===== src/rtl/regfile_ctrl_pkg.sv =====
// Shared types, field map and decode helper for the register-file controller.
// REGFILE_CTRL_SHIFT_EN (see regfile_ctrl_alu) enables the optional Rm shifter.
package regfile_ctrl_pkg;

    typedef enum logic [2:0] {
        StIdle,
        StDecode,
        StRdA,
        StRdB,
        StExec,
        StWb,
        StDone
    } state_e;

    // Instruction classes; also used as the ALU operation select.
    typedef enum logic [2:0] {
        ClsIllegal,
        ClsMovImm,
        ClsMovReg,
        ClsAdd,
        ClsCmp,
        ClsAnd,
        ClsMvn
    } cls_e;

    localparam logic [2:0] OpcMov   = 3'b110;
    localparam logic [2:0] OpcAlu   = 3'b101;

    localparam logic [1:0] OpMovImm = 2'b10;
    localparam logic [1:0] OpMovReg = 2'b00;
    localparam logic [1:0] OpAdd    = 2'b00;
    localparam logic [1:0] OpCmp    = 2'b01;
    localparam logic [1:0] OpAnd    = 2'b10;
    localparam logic [1:0] OpMvn    = 2'b11;

    localparam logic [1:0] ShNone   = 2'b00;
    localparam logic [1:0] ShLsl1   = 2'b01;
    localparam logic [1:0] ShLsr1   = 2'b10;
    localparam logic [1:0] ShAsr1   = 2'b11;

    localparam int unsigned OpcMsb = 15;
    localparam int unsigned OpcLsb = 13;
    localparam int unsigned OpMsb  = 12;
    localparam int unsigned OpLsb  = 11;
    localparam int unsigned RnMsb  = 10;
    localparam int unsigned RnLsb  = 8;
    localparam int unsigned RdMsb  = 7;
    localparam int unsigned RdLsb  = 5;
    localparam int unsigned ShMsb  = 4;
    localparam int unsigned ShLsb  = 3;
    localparam int unsigned RmMsb  = 2;
    localparam int unsigned RmLsb  = 0;
    localparam int unsigned ImmMsb = 7;
    localparam int unsigned ImmLsb = 0;

    function automatic cls_e decode(input logic [2:0] opc, input logic [1:0] op);
        cls_e cls;
        cls = ClsIllegal;
        if (opc == OpcMov) begin
            if (op == OpMovImm) begin
                cls = ClsMovImm;
            end else if (op == OpMovReg) begin
                cls = ClsMovReg;
            end
        end else if (opc == OpcAlu) begin
            unique case (op)
                OpAdd:   cls = ClsAdd;
                OpCmp:   cls = ClsCmp;
                OpAnd:   cls = ClsAnd;
                OpMvn:   cls = ClsMvn;
                default: cls = ClsIllegal;
            endcase
        end
        return cls;
    endfunction

endpackage


===== src/rtl/regfile_ctrl_alu.sv =====
// Combinational shifter + ALU. Flags always reflect A - sh(B) and are only
// consumed by CMP. Shifter present only when REGFILE_CTRL_SHIFT_EN is defined.
module regfile_ctrl_alu
    import regfile_ctrl_pkg::*;
(
    input  logic [15:0] a_i,
    input  logic [15:0] b_i,
    input  cls_e        op_i,
    input  logic [1:0]  sh_i,
    output logic [15:0] result_o,
    output logic        n_o,
    output logic        v_o,
    output logic        z_o
);

    logic [15:0] b_sh;
    logic [15:0] diff;

`ifdef REGFILE_CTRL_SHIFT_EN
    always_comb begin
        b_sh = b_i;
        unique case (sh_i)
            ShNone:  b_sh = b_i;
            ShLsl1:  b_sh = {b_i[14:0], 1'b0};
            ShLsr1:  b_sh = {1'b0, b_i[15:1]};
            ShAsr1:  b_sh = {b_i[15], b_i[15:1]};
            default: b_sh = b_i;
        endcase
    end
`else
    logic unused_sh;
    assign unused_sh = ^sh_i;
    assign b_sh      = b_i;
`endif

    assign diff = a_i - b_sh;

    always_comb begin
        result_o = '0;
        unique case (op_i)
            ClsAdd:    result_o = a_i + b_sh;
            ClsCmp:    result_o = diff;
            ClsAnd:    result_o = a_i & b_sh;
            ClsMvn:    result_o = ~b_sh;
            ClsMovReg: result_o = b_sh;
            default:   result_o = '0;
        endcase
    end

    // Subtraction overflows when operand signs differ and the result sign flips from A.
    assign n_o = diff[15];
    assign z_o = (diff == 16'd0);
    assign v_o = (a_i[15] != b_sh[15]) && (diff[15] != a_i[15]);

endmodule


===== src/rtl/regfile_ctrl.sv =====
// Multi-cycle controller that executes one 16-bit instruction against an
// external 8x16 register file. Optional shifter: define REGFILE_CTRL_SHIFT_EN.
module regfile_ctrl
    import regfile_ctrl_pkg::*;
(
    input  logic        clk,
    input  logic        rst_n,
    input  logic        start,
    input  logic [15:0] instr,
    output logic        busy,
    output logic        done,
    output logic        err,
    output logic [2:0]  status,
    output logic [2:0]  rf_readnum,
    input  logic [15:0] rf_rdata,
    output logic [2:0]  rf_writenum,
    output logic        rf_write,
    output logic [15:0] rf_wdata
);

    state_e      state_q, state_d;
    logic [15:0] instr_q, instr_d;
    logic [15:0] a_q, a_d;
    logic [15:0] b_q, b_d;
    logic [15:0] c_q, c_d;
    logic [2:0]  status_q, status_d;

    cls_e        cls;
    logic [2:0]  rn, rd, rm;
    logic [1:0]  sh;
    logic [15:0] imm_sx;
    logic [15:0] alu_result;
    logic        alu_n, alu_v, alu_z;

    assign cls    = decode(instr_q[OpcMsb:OpcLsb], instr_q[OpMsb:OpLsb]);
    assign rn     = instr_q[RnMsb:RnLsb];
    assign rd     = instr_q[RdMsb:RdLsb];
    assign rm     = instr_q[RmMsb:RmLsb];
    assign sh     = instr_q[ShMsb:ShLsb];
    assign imm_sx = {{8{instr_q[ImmMsb]}}, instr_q[ImmMsb:ImmLsb]};

    regfile_ctrl_alu u_alu (
        .a_i      (a_q),
        .b_i      (b_q),
        .op_i     (cls),
        .sh_i     (sh),
        .result_o (alu_result),
        .n_o      (alu_n),
        .v_o      (alu_v),
        .z_o      (alu_z)
    );

    always_comb begin
        state_d     = state_q;
        instr_d     = instr_q;
        a_d         = a_q;
        b_d         = b_q;
        c_d         = c_q;
        status_d    = status_q;
        done        = 1'b0;
        err         = 1'b0;
        rf_readnum  = 3'd0;
        rf_writenum = 3'd0;
        rf_write    = 1'b0;
        rf_wdata    = 16'd0;

        unique case (state_q)
            StIdle: begin
                if (start) begin
                    instr_d = instr;
                    state_d = StDecode;
                end
            end
            StDecode: begin
                unique case (cls)
                    ClsMovImm:               state_d = StWb;
                    ClsMovReg, ClsMvn:       state_d = StRdB;
                    ClsAdd, ClsCmp, ClsAnd:  state_d = StRdA;
                    default:                 state_d = StDone;
                endcase
            end
            StRdA: begin
                rf_readnum = rn;
                a_d        = rf_rdata;
                state_d    = StRdB;
            end
            StRdB: begin
                rf_readnum = rm;
                b_d        = rf_rdata;
                state_d    = StExec;
            end
            StExec: begin
                c_d = alu_result;
                if (cls == ClsCmp) begin
                    status_d = {alu_n, alu_v, alu_z};
                    state_d  = StDone;
                end else begin
                    state_d  = StWb;
                end
            end
            StWb: begin
                rf_write = 1'b1;
                if (cls == ClsMovImm) begin
                    rf_writenum = rn;
                    rf_wdata    = imm_sx;
                end else begin
                    rf_writenum = rd;
                    rf_wdata    = c_q;
                end
                state_d = StDone;
            end
            StDone: begin
                done    = 1'b1;
                err     = (cls == ClsIllegal);
                state_d = StIdle;
            end
            default: state_d = StIdle;
        endcase
    end

    assign busy   = (state_q != StIdle);
    assign status = status_q;

    always_ff @(posedge clk or negedge rst_n) begin
        if (!rst_n) begin
            state_q  <= StIdle;
            instr_q  <= 16'd0;
            a_q      <= 16'd0;
            b_q      <= 16'd0;
            c_q      <= 16'd0;
            status_q <= 3'd0;
        end else begin
            state_q  <= state_d;
            instr_q  <= instr_d;
            a_q      <= a_d;
            b_q      <= b_d;
            c_q      <= c_d;
            status_q <= status_d;
        end
    end

endmodule


===== config.mk =====
export PLATFORM = sky130hd
export DESIGN_NAME = regfile_ctrl
export DESIGN_NICKNAME = d
export VERILOG_FILES = /design/src/rtl/regfile_ctrl_pkg.sv /design/src/rtl/regfile_ctrl_alu.sv /design/src/rtl/regfile_ctrl.sv
export SDC_FILE = /design/constraint.sdc
export NUM_CORES = 1
export LEC_CHECK = 0
export CAP_MARGIN = 30
export CORE_MARGIN = 1
export CORE_UTILIZATION = 52
export CTS_CLUSTER_DIAMETER = 30
export DETAILED_ROUTE_END_ITERATION = 8
export MAX_ROUTING_LAYER = met4
export PLACE_DENSITY = 0.76
export RECOVER_POWER = 25
export SYNTH_ARGS = -nofsm -noshare
export SYNTH_HDL_FRONTEND = slang
export SYNTH_SLANG_ARGS = --single-unit
export TNS_END_PERCENT = 20

===== constraint.sdc =====
create_clock -name clk -period 3 [get_ports clk]
set_clock_uncertainty 0.15 [all_clocks]
set_input_delay 0.45 -clock clk [delete_from_list [all_inputs] [get_ports clk]]
set_output_delay 0.45 -clock clk [all_outputs]
set_load 0.02 [all_outputs]

* Word level (Yosys, flattened, before mapping)
Index checks and enable logic that the tools add are counted.
W data, S select, Z words.
** Storage, ports and cells
- Logic and storage cells :: 58
- Memories :: 0
- Register bits :: 70
- Output and inout port bits :: 29
- Bits in latches :: 0
- RAM bits :: 0
- Bits in read-only memories :: 0
** Cells by class
- Divide/modulo/power cells :: 0
- Reduce and logical (&&, ||, !) cells :: 10
- Bitwise logic cells :: 2
- Magnitude comparators :: 0
- Shifts and indexed selects :: 0
- Add/subtract/negate cells :: 2
- Equality and inequality tests :: 20
- Mux-type cells :: 18
- Multiply operators :: 0
** Operator list (number)
- $pmux W16 S5 :: 1
- $mux W16 :: 2
- $eq A3 B3 Y1 const B :: 8
- $pmux W3 S6 :: 1
- $add A16 B16 Y16 :: 1
- $and A16 B16 Y16 :: 1
- $logic_not A16 Y1 :: 1
- $not A16 Y16 :: 1
- $sub A16 B16 Y16 :: 1
- $mux W3 :: 5
- $eq A3 B2 Y1 const B :: 4
- $pmux W3 S4 :: 1
- $pmux W3 S3 :: 1
- $eq A3 B1 Y1 const B :: 2
- $logic_not A3 Y1 :: 2
- $mux W2 :: 3
- $pmux W3 S2 :: 1
- $eq A2 B2 Y1 const B :: 2
- $reduce_and A2 Y1 :: 2
- $mux W1 :: 3
- $reduce_bool A3 Y1 :: 1
- $reduce_or A3 Y1 :: 1
- $eq A2 B1 Y1 const B :: 1
- $logic_not A2 Y1 :: 1
- other kinds (4) :: 5

* Depth between registers and ports, before layout
Gate-level depths: netlist of run 1.
- Depth in word-level cells :: 8
- Gate-level depth with buffers :: 11
- Gate-level depth less buffers :: 10

* Modules after synthesis
A second synthesis of run 1 with hierarchy kept.
** Unflattened totals
- Cells, all modules :: 571
- Area total of the unflattened synthesis :: 5601.6 sq um
** By module, submodules not included
- regfile_ctrl :: times used 1, cells each 260, area an instance 3328.2 sq um
- regfile_ctrl_alu :: times used 1, cells each 311, area an instance 2273.4 sq um

* Least setup slack after synthesis of run 1
OpenSTA, ideal clock, no wires.
- Kind :: reg2reg
- Start :: register b_q[0]
- End :: register c_q[14]
- Data arrival time :: 2712 ps
- Setup slack :: 52 ps
- Data required time :: 2764 ps
- Stages on the path, launching flop included :: 10
- Period minus slack after synthesis :: 2948 ps
- Path buffers :: 0
- Path through :: dfrtp_1 > ha_1 > fa_1 > nand2b_1 > a211o_1 > a211o_1 > a311o_1 > and3_1 > or3_1 > a32oi_1
** On the way
- Word-level cells in the longest chain between the ends :: 2
- Elaborated cells on any way between the ends :: 3
- Classes of those cells :: add/sub (2); mux (1)
** RTL lines
- start: declaration :: line regfile_ctrl.sv:24 : logic [15:0] b_q, b_d;
- start signal: assignment :: line regfile_ctrl.sv:129 : b_q <= 16'd0;
- start signal: assignment :: line regfile_ctrl.sv:136 : b_q <= b_d;
- $sub A16 B16 Y16 / $add A16 B16 Y16 (equally long branches) :: line regfile_ctrl_alu.sv:36, regfile_ctrl_alu.sv:41
- $pmux W16 S5 * :: line regfile_ctrl_alu.sv:40 : unique case (op_i)
- end signal: assignment :: line regfile_ctrl.sv:130 : c_q <= 16'd0;
- end signal: assignment :: line regfile_ctrl.sv:137 : c_q <= c_d;
- end: declaration :: line regfile_ctrl.sv:25 : logic [15:0] c_q, c_d;
Mark *: on every way between the ends. The rest lies on a longest branch, timed or not.
A chain may end at the register's enable or synchronous reset.

* Final worst setup path of run 1
- Start :: register a_q[0]
- End :: register c_q[14]
** On the way
- Word-level cells in the longest chain between the ends :: 2
- Elaborated cells on any way between the ends :: 3
- Classes of those cells :: add/sub (2); mux (1)
** RTL lines
- start: declaration :: line regfile_ctrl.sv:23 : logic [15:0] a_q, a_d;
- start signal: assignment :: line regfile_ctrl.sv:128 : a_q <= 16'd0;
- start signal: assignment :: line regfile_ctrl.sv:135 : a_q <= a_d;
- $sub A16 B16 Y16 / $add A16 B16 Y16 (equally long branches) :: line regfile_ctrl_alu.sv:36, regfile_ctrl_alu.sv:41
- $pmux W16 S5 * :: line regfile_ctrl_alu.sv:40
Marked as above.

==> out/qor_table.md, run 1 <==
| Item | This run |
|---|---|
| Number of clock sinks | 70 |
| Post-synth design cell area | 0.00539 sq mm |
| Crit Path Class | reg2reg |
| Clock root buffer master | clkbuf_8 |
| Part of the cycle the worst path needs | 1.02 |
| Area of the core | 0.00991 sq mm |
| Type of element capturing the critical path | flop |
| Level count of the clock H-tree | 3 |
| TritonCTS clock tree | yes |
| Final wirelength | 16,100 microns |
| Setup WS post-layout | -0.0619 ns |
| Count of antenna diodes in the layout | 0 |
| Worst Path Max Fanout | 3 |
| Max-slew violation count | 29 |
| Total Power Consumption | 8.85 mW |
| Residual antenna-violating net count after detailed routing | 0 |
| Most frequent cells in the layout | 71 x nand2_1, 70 x dfrtp_1, 58 x nor2_1 |
| Number of nets in the synthesized netlist | 718 |
| Required time worst endpoint | 3.13 ns |
| Clk Latency, worst-skew pair | 0.38 ns |
| Least-Margin Pin Slew | 1.56 ns |
| Width of the chip | 104 microns |
| P_leak | 2.96 nW |
| Grt total ovfl | 0 |
| Peak supply drop | 0.712 mV |
| Wire per inst | 18.7 microns |
| Worst reg-to-reg path cell count | 10 |
| Fraction of registers with async set or reset after synthesis | 1.00 |
| Die Footprint | 0.0108 sq mm |
| Detailed route wirelength on metal2 | 7330 microns |
| Arrival @ worst endpoint | 3.20 ns |
| Number of flops mapped to enable cells by yosys | 0 |
| Most prevalent standard cell on the critical path | a211o_1 |
| First-pass DRT Iterations | 5 |
| Run status | finished with violations |
| Std cell rows | 36 |
| Violations in the final reports | max-capacitance violations, max-slew violations, negative setup slack |
| Crit path largest cell delay | 0.35 ns |
| Startpoint types | flop |
| Initial core utilization | 0.543 |
| Number of antenna violations at the first check in global routing | 0 |
| Chip Height | 104 microns |
| Chain of cells forming the critical path | inv_1, ha_1, fa_2, nand2b_1, a211o_1, a211o_1, a311o_1, and3_1, or3_1, a32oi_1 |
| Count of nets after finishing | 791 |
| CTS Buffer Depth | 2 |
| Number of max-cap violations | 1 |
| GRT Total Usage | 0.320 |
| Via-per-instance ratio | 6.03 |
| Largest net degree at the start of global routing | 43 |
| Clk slew on worst S/H paths | 0.08 ns |
| Synth Warn # | 0 |
| Clock buffers created by TritonCTS | 9 |
| DRT met1 WL | 7400 microns |
| First-pass GRT wire length | 26,200 microns |
| Final setup violation count | 1 |
| Detail Route met3 WL | 986 microns |
| CP max stage cell | dfrtp_1 |
| Share of layout cells above drive strength 1 | 0.161 |
| Unrepaired setup endpoints after global routing | yes |
| Power density relative to cell area | 1340 mW/mm^2 |
| Final-report hold violation count | 0 |
| HPWL after detailed placement | 11,800 microns |
| Count of mapped cells out of synthesis | 648 |
| Shortest period the worst path allows | 3.06 ns |
| Number of synthesized register bits | 70 |
| Detailed-route DRC error count | 0 |
| Most common cell after layout, fill and taps aside | nand2_1 |
| Peak clock frequency supported by timing | 327 MHz |
| Primary FF master, synth | dfrtp_1 |
| Max layer used | met4 |
| Slew Limit Headroom | -0.0414 |
| Setup slack after placement | -0.0677 ns |
| Global placer's final weighted congestion | 0.962 |
| Via count of the first global-routing pass | 5,165 |
| Ports placed on the boundary | 64 |
| Total number of vias | 5,181 |
| Register area share after synthesis | 0.325 |
| Synthesis-to-finish area growth | 22.2% |
| WHS Path Cells | 2 |
| Tightest Hold Check Type | reg2reg |
| IO Port Bufs | 63 |
| Number of library cell types mapped by synthesis | 66 |
| Final sum of negative setup slack | -0.0619 ns |
| Per-instance average area after synthesis | 8.31 sq um |
| DRC violation total after the first TritonRoute iteration | 312 |
through the flow:
step | utilization | instances | instance area, sq um | hold slack, ns
CTS | 0.659 | 857 | 6530 | 0.339
detailed placement | 0.636 | 840 | 6300 | 0.322
finish | 0.664 | 859 | 6580 | 0.339
floorplan | - | 648 | 5390 | 0.00441
global route | 0.664 | 859 | 6580 | 0.372
global placement | 0.636 | 840 | 6300 | 0.321
cell usage after synthesis, types with 5 or more instances:
cell      count  area (sq um)
or3_1         8          50.1
o21ai_0      46           230
clkbuf_1     31           116
nand3_1      10          50.1
ha_1         33           413
nor2_1       60           225
a221oi_1     11          96.3
a21oi_1      50           250
mux2_2       30           338
nand2b_1     14          87.6
xnor2_1       6          52.6
dfrtp_1      70          1750
inv_1        38           143
a21o_1        6          45.0
nor3_1       22           110
a211oi_1      9          67.6
nand2_1      72           270
o221ai_1      5          43.8
o211ai_1      5          37.5
mux2i_1      15           150
a31oi_1      12          75.1
buf_2         5          25.0
layout make-up:
| class | count | area, sq um |
|---|---|---|
| Clock buffer | 13 | 179 |
| Clock inverter | 3 | 25.0 |
| Fill cell | 822 | 3330 |
| Inverter | 39 | 146 |
| Multi-Input combinational cell | 501 | 3420 |
| Sequential cell | 70 | 1750 |
| Tap cell | 133 | 166 |
| Timing Repair Buffer | 100 | 890 |
what timing repair did:
| item | CTS | global route |
|---|---|---|
| hold endpoints to repair | 28 | 0 |
| gates cloned | 0 | 0 |
| setup buffers | 0 | 2 |
| hold buffers | 1 | 0 |
| setup endpoints to repair | 23 | 27 |
| resized for setup | 18 | 35 |
| pin swaps | 0 | 6 |
final timing paths:
path | start | endpoint | slack, ns
min in group asynchronous | rst_n | instr_q[4] | 0.78
worst max-delay path | a_q[0] | c_q[14] | -0.06
worst max register to register | a_q[0] | c_q[14] | -0.06
max in group asynchronous | rst_n | a_q[10] | 0.81
worst min-delay path | status[1] | status[1] | 0.34
worst min register to register | status[1] | status[1] | 0.34
logic make-up after synthesis:
logic type | count (synthesis) | share of synthesized area
buf+inv | 77 | 0.0555
compound gates | 192 | 0.234
xor+xnor | 8 | 0.0130
flops | 70 | 0.325
fa+ha+maj | 35 | 0.0841
simple gates | 221 | 0.197
mux | 45 | 0.0906
sequential cells by signal, indices dropped and copies added, names as in the netlist:
| name | count |
|---|---|
| instr_q | 16 |
| a_q | 16 |
| state_q | 3 |
| c_q | 16 |
| status | 3 |
| b_q | 16 |
power by group:
part	leakage, nW	total [mW]	internal [mW]	switching, mW
logic	2.01	6.22	2.59	3.63
registers	0.851	1.84	1.42	0.426
clock network	0.102	0.795	0.395	0.400
worst max-delay path: cells and delay by family, from the launching register on:
family / cells / cell delay, ns
adder cells (fa/ha/maj): 2 / 0.56
flip-flops: 1 / 0.35
buffers and inverters: 1 / 0.06
AND/OR/NAND/NOR: 3 / 0.66
AO/OA/AOI/OAI: 4 / 1.18
routing by layer:
metal,up-vias,global-route usage
met5,-,-
met4,0,0.0980
met3,35,0.0711
met2,194,0.506
met1,2464,0.410
li1,2488,-
No activity file was read; power rests on OpenSTA's default activity.
==> run 2: changes to the inputs <==
--- a/config.mk
+++ b/config.mk
@@ -5,10 +5,11 @@
 export SDC_FILE = /design/constraint.sdc
 export NUM_CORES = 1
 export LEC_CHECK = 0
+export ABC_CLOCK_PERIOD_IN_PS = 3000
 export CAP_MARGIN = 30
 export CORE_MARGIN = 1
 export CORE_UTILIZATION = 52
-export CTS_CLUSTER_DIAMETER = 30
+export CTS_CLUSTER_DIAMETER = 50
 export DETAILED_ROUTE_END_ITERATION = 8
 export MAX_ROUTING_LAYER = met4
 export PLACE_DENSITY = 0.76
==> results of run 2 <==
Final layout, timing and power as in run 1 (identical DEF).
